File: config.mk
export PLATFORM = sky130hd
export DESIGN_NAME = stack_operand_unit
export DESIGN_NICKNAME = d
export VERILOG_FILES = /design/src/rtl/stack_operand_unit_pkg.sv /design/src/rtl/stack_operand_unit_storage.sv /design/src/rtl/stack_operand_unit.sv
export SDC_FILE = /design/constraint.sdc
export NUM_CORES = 1
export LEC_CHECK = 0
export ABC_AREA = 1
export CAP_MARGIN = 20
export CORE_MARGIN = 1.5
export CORE_UTILIZATION = 40
export CTS_BUF_LIST = sky130_fd_sc_hd__clkbuf_2 sky130_fd_sc_hd__clkbuf_4 sky130_fd_sc_hd__clkbuf_8
export CTS_CLUSTER_SIZE = 14
export DETAILED_ROUTE_END_ITERATION = 6
export PLACE_DENSITY = 0.59
export SLEW_MARGIN = 20
export SYNTH_ARGS = -nofsm -noshare
export SYNTH_HDL_FRONTEND = slang
export SYNTH_SLANG_ARGS = --single-unit
File: constraint.sdc
create_clock -name CLK -period 4.4 [get_ports CLK]
set_clock_uncertainty 0.15 [all_clocks]
set_input_delay 0.44 -clock CLK [delete_from_list [all_inputs] [get_ports CLK]]
set_output_delay 0.44 -clock CLK [all_outputs]
set_load 0.02 [all_outputs]
File: src/rtl/stack_operand_unit_pkg.sv
// Shared definitions for the operand stack: operation encodings and default sizes.
// The multicycle control unit imports the same package so both sides agree on stackOp.
package stack_operand_unit_pkg;

    localparam int STK_WIDTH_DEF = 16;
    localparam int STK_DEPTH_DEF = 16;

    typedef enum logic [1:0] {
        STK_NOP     = 2'b00,
        STK_PUSH    = 2'b01,
        STK_POP     = 2'b10,
        STK_REPLACE = 2'b11
    } stk_op_e;

endpackage : stack_operand_unit_pkg

File: src/rtl/stack_operand_unit_storage.sv
// DEPTH x WIDTH register array for the operand stack.
// One synchronous write port and two asynchronous read ports (TOS and NOS).
module stack_operand_unit_storage #(
    parameter int WIDTH = 16,
    parameter int DEPTH = 16,
    parameter int PTR_W = $clog2(DEPTH)
) (
    input  logic             i_clk,
    input  logic             i_we,
    input  logic [PTR_W-1:0] i_waddr,
    input  logic [WIDTH-1:0] i_wdata,
    input  logic [PTR_W-1:0] i_tos_idx,
    input  logic [PTR_W-1:0] i_nos_idx,
    output logic [WIDTH-1:0] o_tos_raw,
    output logic [WIDTH-1:0] o_nos_raw
);

    logic [WIDTH-1:0] r_mem [DEPTH];

    // Write port: single entry updated per edge when enabled.
    // NOTE: the array has no reset; validity is tracked by the depth counter in the top level,
    // so clearing contents would only cost a reset net to every flop for no functional gain.
    always_ff @(posedge i_clk) begin
        if (i_we) begin
            r_mem[i_waddr] <= i_wdata;
        end
    end

    assign o_tos_raw = r_mem[i_tos_idx];
    assign o_nos_raw = r_mem[i_nos_idx];

endmodule : stack_operand_unit_storage

File: src/rtl/stack_operand_unit.sv
// Operand stack for the 16-bit stack processor: depth tracking, legality checks,
// sticky overflow/underflow flags and the A/B operand registers feeding the ALU stage.
module stack_operand_unit
    import stack_operand_unit_pkg::*;
#(
    parameter int WIDTH = STK_WIDTH_DEF,
    parameter int DEPTH = STK_DEPTH_DEF,
    parameter int PTR_W = $clog2(DEPTH)
) (
    input  logic             CLK,
    input  logic             reset,
    input  logic [1:0]       stackOp,
    input  logic [WIDTH-1:0] wdata,
    input  logic             loadAB,
    input  logic             clrErr,
    output logic [WIDTH-1:0] Avalue,
    output logic [WIDTH-1:0] Bvalue,
    output logic [WIDTH-1:0] tos,
    output logic [PTR_W:0]   depth,
    output logic             empty,
    output logic             full,
    output logic             ovflw_err,
    output logic             undflw_err
);

    localparam logic [PTR_W:0] DEPTH_MAX = (PTR_W+1)'(DEPTH);
    localparam logic [PTR_W:0] DEPTH_ONE = (PTR_W+1)'(1);

    logic [PTR_W:0]   r_depth;
    logic [WIDTH-1:0] r_a;
    logic [WIDTH-1:0] r_b;
    logic             r_ovflw;
    logic             r_undflw;

    stk_op_e          w_op;
    logic             w_empty;
    logic             w_full;
    logic             w_ge2;
    logic             w_push_ok;
    logic             w_pop_ok;
    logic             w_repl_ok;
    logic             w_ovflw_new;
    logic             w_undflw_new;
    logic [PTR_W-1:0] w_tos_idx;
    logic [PTR_W-1:0] w_nos_idx;
    logic [WIDTH-1:0] w_tos_raw;
    logic [WIDTH-1:0] w_nos_raw;
    logic [WIDTH-1:0] w_tos;
    logic [WIDTH-1:0] w_nos;
    logic             w_we;
    logic [PTR_W-1:0] w_waddr;

    assign w_op    = stk_op_e'(stackOp);
    assign w_empty = (r_depth == '0);
    assign w_full  = (r_depth == DEPTH_MAX);
    assign w_ge2   = (r_depth > DEPTH_ONE);

    // Index arithmetic wraps in PTR_W bits: at depth==DEPTH the low bits are 0, so 0-1 lands on DEPTH-1.
    assign w_tos_idx = r_depth[PTR_W-1:0] - PTR_W'(1);
    assign w_nos_idx = r_depth[PTR_W-1:0] - PTR_W'(2);

    // Legal operations change state; illegal ones only raise a flag.
    assign w_push_ok    = (w_op == STK_PUSH)    && !w_full;
    assign w_pop_ok     = (w_op == STK_POP)     && !w_empty;
    assign w_repl_ok    = (w_op == STK_REPLACE) && w_ge2;
    assign w_ovflw_new  = (w_op == STK_PUSH)    && w_full;
    assign w_undflw_new = ((w_op == STK_POP) && w_empty) || ((w_op == STK_REPLACE) && !w_ge2);

    // Select the single write-port access: PUSH writes above TOS, REPLACE overwrites NOS.
    // NOTE: every output of this block gets a default first, so no path leaves it unassigned and no latch is inferred.
    always_comb begin
        w_we    = 1'b0;
        w_waddr = r_depth[PTR_W-1:0];
        if (w_push_ok) begin
            w_we    = 1'b1;
            w_waddr = r_depth[PTR_W-1:0];
        end else if (w_repl_ok) begin
            w_we    = 1'b1;
            w_waddr = w_nos_idx;
        end
    end

    stack_operand_unit_storage #(
        .WIDTH (WIDTH),
        .DEPTH (DEPTH),
        .PTR_W (PTR_W)
    ) u_storage (
        .i_clk     (CLK),
        .i_we      (w_we),
        .i_waddr   (w_waddr),
        .i_wdata   (wdata),
        .i_tos_idx (w_tos_idx),
        .i_nos_idx (w_nos_idx),
        .o_tos_raw (w_tos_raw),
        .o_nos_raw (w_nos_raw)
    );

    // Entries above depth are stale, so mask them rather than expose old contents.
    assign w_tos = w_empty ? '0 : w_tos_raw;
    assign w_nos = w_ge2   ? w_nos_raw : '0;

    // Depth counter: saturates at 0 and DEPTH because illegal ops never reach it.
    // NOTE: sequential state uses non-blocking assignments so every register samples pre-edge values.
    always_ff @(posedge CLK or posedge reset) begin
        if (reset) begin
            r_depth <= '0;
        end else if (w_push_ok) begin
            r_depth <= r_depth + DEPTH_ONE;
        end else if (w_pop_ok || w_repl_ok) begin
            r_depth <= r_depth - DEPTH_ONE;
        end
    end

    // Operand capture: A/B take the pre-edge TOS/NOS, independent of that cycle's op.
    always_ff @(posedge CLK or posedge reset) begin
        if (reset) begin
            r_a <= '0;
            r_b <= '0;
        end else if (loadAB) begin
            r_a <= w_tos;
            r_b <= w_nos;
        end
    end

    // Sticky error flags: a new error wins over a simultaneous clear.
    always_ff @(posedge CLK or posedge reset) begin
        if (reset) begin
            r_ovflw  <= 1'b0;
            r_undflw <= 1'b0;
        end else begin
            if (w_ovflw_new) begin
                r_ovflw <= 1'b1;
            end else if (clrErr) begin
                r_ovflw <= 1'b0;
            end
            if (w_undflw_new) begin
                r_undflw <= 1'b1;
            end else if (clrErr) begin
                r_undflw <= 1'b0;
            end
        end
    end

    assign Avalue     = r_a;
    assign Bvalue     = r_b;
    assign tos        = w_tos;
    assign depth      = r_depth;
    assign empty      = w_empty;
    assign full       = w_full;
    assign ovflw_err  = r_ovflw;
    assign undflw_err = r_undflw;

endmodule : stack_operand_unit
==> results of run 1 <==
cell type report:
class                   instances  area, um^2  area share
flip-flops and latches        295        8670       0.505
multi-input cells            1154        5330       0.311
repair buffers                125        1320      0.0767
clock buffers                  71         871      0.0508
well taps                     461         577      0.0336
clock inverters                23         206      0.0120
inverters                      47         181      0.0106
diodes                          1        2.50    0.000146
registers in the layout, indices dropped and copies added (netlist names):
name / flops
Avalue: 16
Bvalue: 16
depth: 5
ovflw_err: 1
u_storage.r_mem: 256
undflw_err: 1
kinds of logic after synthesis:
kind of cell | share of synthesized area
compound gates | 0.0280
xor+xnor | 0.00342
fa+ha+maj | 0.00598
buf+inv | 0.0483
flops | 0.592
simple gates | 0.322
cell usage in the layout (no fill, tap or decap), types with 19 or more instances in the layout:
cell               n
a21oi_1           31
buf_4             33
clkbuf_8          54
clkdlybuf4s50_1   78
dfrtp_1           37
edfxtp_1         256
inv_1             37
nand2_1          554
nand3_1          443
nor2_1            19
o21ai_0           24
worst max-delay path, delay by kind of cell (launching register included):
kind          cells  cell delay (ps)
fa+ha+maj         1              310
simple gates      5              670
buf+inv           4             1440
flops             1              630
final timing paths:
path | endpoint | cells after the start
max in group asynchronous | depth[0]$_DFFE_PP0P_ | 3
setup reg to reg | u_storage.r_mem[15][2]$_DFFE_PP_ | 12
hold reg to reg | Avalue[10]$_DFFE_PP0P_ | 2
setup / recovery | tos[4] | 10
hold / removal | Avalue[7]$_DFFE_PP0P_ | 3
min in group CLK | ovflw_err$_DFFE_PP0P_ | 2
report_power, final:
part           switching [W]  total [W]  internal, W
registers           0.000240    0.00369      0.00345
logic                0.00629    0.00924      0.00295
clock network        0.00113    0.00264      0.00151
per-stage QoR:
stage	setup WS, ps	cells	power (W)
CTS	51.0	2170	0.0152
floorplan	1190	1607	0.00903
detailed placement	675	2076	0.0126
global placement	703	2076	0.0125
finish	157	2177	0.0156
global route	49.5	2177	0.0165
timing repair:
| item | 4_1_cts | 5_1_grt |
|---|---|---|
| setup endpoints to repair | 0 | 16 |
| setup buffers | 0 | 5 |
| resized for setup | 0 | 3 |
| hold endpoints to repair | 0 | 0 |
layer usage:
metal  GRT usage  up-vias  share of wire
li1            -     5692              -
met1       0.358     5877           0.42
met2       0.395      744           0.45
met3      0.0447      126          0.097
met4      0.0920        0          0.035
met5           0        -              0
==> run_results.csv, run 1 <==
group,metric,value,unit
clocking,cts_hold_buf,0,
route,first_pass_iters,5,
synthesis,ys_types,33,
sta,hold_viol_final,0,
grt,grt_use_total,0.254,
synthesis,synth_common_cells,"nand2_1 (554), nand3_1 (443), edfxtp_1 (256)",
place,io_buffers,78,
grt,antenna_found_initial,1,
grt,grt_pass1_wl,72.7,mm
route,drtAntennaViolNets,0,
die,die_area,37700,um^2
power,p_leak,6.72,nW
clocking,cts_buffer_depth,3,
synthesis,yosysWarnings,0,
place,gp_congestion,0.896,
place,hpwlAfterDp,29.7,mm
route,drt-wirelength-per-cell,22.6,um
final_layout,layout-drive-gt1-share,0.102,
synthesis,synth_top_area_cell,"edfxtp_1",
place,postPlaceCellArea,15900,um^2
sta,drv_slew,0,
synthesis,syn_avg_cell_area,9.11,um^2
final_layout,nets,1702,
critical_path,setup.worst_path.start_class,"flop",
sta,finalWorstPathRequiredPeriod,4240,ps
clocking,clock-root-buffer,"clkbuf_8",
sta,maxSlewHeadroom,0.239,
die,num_rows,69,
sta,timing.final.crit_share,0.964,
clocking,cts_tree,"done",
grt,grt_max_degree,251,
clocking,clock_insertion_delay_worst_skew,590,ps
critical_path,crit_slowest_cell,"dfrtp_4",
route,drt-initial-drc-count,1613,
critical_path,cp_data_required_time,3810,ps
critical_path,critPathLaunch,"depth[0]$_DFFE_PP0P_",
die,fp.dieW,194,um
final_layout,fill_cells,3281,
critical_path,r2r_start,"depth[1]$_DFFE_PP0P_",
clocking,clkSinkCount,295,
outcome,status,"finished clean",
route,drc_errors,0,
critical_path,crit_top_cell,"nand3_1",
clocking,clk_pin_slew_worst_paths,60,ps
synthesis,synth_seq_area_share,0.592,
final_layout,area_delta_synth_final,17.2,%
synthesis,yosys.area.top_type_share,0.525,
synthesis,synth.most_common_cell,"nand2_1",
power,p_per_area,908,nW/um^2
sta,whs,129,ps
clocking,htreeDepth,2,
grt,grt-ovfl-total,0,
route,avgViaCountPerCell,5.71,
critical_path,path_class,"reg2out",
synthesis,syn_nets,1636,
sta,setup_viol,0,
synthesis,ys_ff_latch,295,
critical_path,worstPathMaxFanout,18,
clocking,cts_buffers,50,
die,die-height,194,um
die,core,35800,um^2
die,start_util,0.408,
final_layout,final_area,17200,um^2
route,dr_total_vias,12400,
die,pin_count,79,
power,vdd.ir_drop.worst,0.512,mV
critical_path,r2r_slack,820,ps
hold_path,min_path_type,"in2async",
critical_path,cp.arrival,3650,ps
sta,rsz0062_at_grt,"false",
sta,tns,0,ps
sta,worst_pin_slew,1140,ps
sta,clock.fmax,236,MHz
synthesis,synth-edff-count,256,
grt,grt_pass1_vias,11600,
job,maxCapViolations,0,
critical_path,crit_path_end_kind,"output pin",
critical_path,path_cells,"inv_6 -> ha_2 -> inv_2 -> buf_4 -> nand3_1 -> nand3_1 -> nand3_1 -> nand2_1 -> nor2_1 -> clkdlybuf4s50_1",
critical_path,slowest_delay,630,ps
synthesis,synth_top_flop_cell,"edfxtp_1",
synthesis,synthCells,1607,
synthesis,synthArstFlopShare,0.132,
final_layout,utilization,0.479,
route,wirelength,49.2,mm
synthesis,netlist_area,14600,um^2
synthesis,synthTopCellsByArea,"edfxtp_1 (53%), nand3_1 (15%), nand2_1 (14%)",
(Power assumes the default switching activity.)
==> run 2, diff against run 1 <==
Settings changed: CORE_MARGIN 1.5 to not set, SLEW_MARGIN 20 to 0.
==> run_results.csv, run 2 (same netlist as run 1, synthesis figures left out) <==
group,metric,value,unit
critical_path,r2r_start,"depth[1]$_DFFE_PP0P_",
final_layout,most-common-layout-cells,"nand2_1 (554), nand3_1 (443), edfxtp_1 (256)",
grt,grt_pass1_vias,11500,
final_layout,layout-drive-gt1-share,0.109,
die,die-height,193,um
final_layout,largest_reg_flops,256,
final_layout,area_delta_synth_final,16.1,%
critical_path,path_class,"reg2out",
final_layout,antenna_cells,0,
route,drtAntennaViolNets,0,
critical_path,cp_data_required_time,3810,ps
route,avgViaCountPerCell,5.68,
place,place_inst,2080,
sta,tns,0,ps
critical_path,cp.arrival,3660,ps
final_layout,instances_no_fill,2174,
final_layout,regArea,8670,um^2
route,first_pass_iters,7,
clocking,clkSinkCount,295,
clocking,cts_hold_buf,0,
die,die_area,37400,um^2
place,gp_congestion,0.875,
hold_path,min_path_type,"in2async",
die,fp.dieW,193,um
clocking,clk_pin_slew_worst_paths,60,ps
job,maxCapViolations,0,
critical_path,crit_path_end_kind,"output pin",
critical_path,setup.worst_path.start_class,"flop",
power,p_leak,6.67,nW
sta,rsz0062_at_grt,"false",
clocking,htreeDepth,2,
clocking,cts_buffer_depth,3,
grt,grt_use_total,0.254,
sta,setup_viol,0,
die,num_rows,69,
clocking,clock_insertion_delay_worst_skew,600,ps
outcome,violations,"design-rule violations",
final_layout,nets,1700,
final_layout,top_register,"u_storage.r_mem",
sta,maxSlewHeadroom,0.137,
power,vdd.ir_drop.worst,0.719,mV
die,start_util,0.408,
route,drc_errors,14,
outcome,status,"finished, violations left",
route,drt-initial-drc-count,1715,
critical_path,critPathLaunch,"depth[0]$_DFFE_PP0P_",
sta,drv_slew,0,
clocking,clock-root-buffer,"clkbuf_8",
place,hpwlAfterDp,29.0,mm
grt,grt_max_degree,251,
final_layout,utilization,0.474,
sta,timing.final.crit_share,0.965,
grt,grt-ovfl-total,0,
die,pin_count,79,
sta,finalWorstPathRequiredPeriod,4250,ps
sta,hold_viol_final,0,
final_layout,multi_input_area,5330,um^2
die,core,35800,um^2
clocking,cts_tree,"done",
critical_path,worstPathMaxFanout,250,
power,p_per_area,889,nW/um^2
sta,worst_pin_slew,1290,ps
route,wirelength,47.5,mm
clocking,cts.repair.resized,0,
sta,clock.fmax,236,MHz
final_layout,final_common_cell,"nand2_1",
route,drt-wirelength-per-cell,21.8,um
place,io_buffers,78,
grt,antenna_found_initial,0,
clocking,cts_buffers,50,
route,dr_total_vias,12300,
clocking,post_cts_buffers,0,
final_layout,fill_cells,3330,
grt,grt_pass1_wl,71.7,mm
==> run 2: cell types whose count changed in the layout (fill, tap and decap cells not counted), sizes merged <==
cell	before	now
clkbuf	72	86
clkinv	19	5
bufinv	4	0
clkinvlp	1	3
buf	46	45
diode	1	0
inv	46	47
==> run 2: final cells by class <==
type                            instances  share of cell area
Sequential cell                       295               0.510
Multi-Input combinational cell       1154               0.314
Timing Repair Buffer                  123              0.0695
Clock buffer                           86              0.0593
Tap cell                              461              0.0339
Inverter                               47              0.0109
Clock inverter                          8             0.00272
==> run 2: metrics by stage <==
stage	setup slack, ps	cell area, um^2	power, W	hold WS, ps
2_1_floorplan	1190	14600	0.00903	389
3_3_place_gp	822	15900	0.0124	316
3_5_place_dp	787	15900	0.0125	317
4_1_cts	114	17000	0.0151	215
5_1_grt	20.2	17000	0.0160	287
6_report	154	17000	0.0151	231
==> run 2: path summary, 6_finish.rpt <==
check | endpoint | slack, ps | depth (start not counted)
setup / recovery | tos[13] | 150 | 9
hold / removal | Bvalue[7]$_DFFE_PP0P_ | 230 | 2
setup reg to reg | u_storage.r_mem[8][9]$_DFFE_PP_ | 860 | 12
hold reg to reg | Avalue[9]$_DFFE_PP0P_ | 330 | 2
max in group asynchronous | depth[0]$_DFFE_PP0P_ | 3190 | 2
min in group CLK | ovflw_err$_DFFE_PP0P_ | 310 | 2
==> run 2: layer usage <==
layer,part of all wire,vias to the layer above,GRT usage
li1,-,5685,-
met1,0.43,5933,0.355
met2,0.45,636,0.402
met3,0.091,92,0.0460
met4,0.029,0,0.0839
met5,0,-,0
==> run 2: power by group <==
part / switching [W] / internal, W
logic: 0.00610 / 0.00281
clock network: 0.00112 / 0.00144
registers: 0.000199 / 0.00345
==> run 2: critical path, cell delays in order (launching register included) <==
cell	delay (ps)
dfrtp_4	530
inv_6	90
buf_12	550
nand2_1	200
nand3_1	140
nand3_1	90
nand3_1	140
nand2_1	160
nor2_1	130
clkdlybuf4s50_1	630
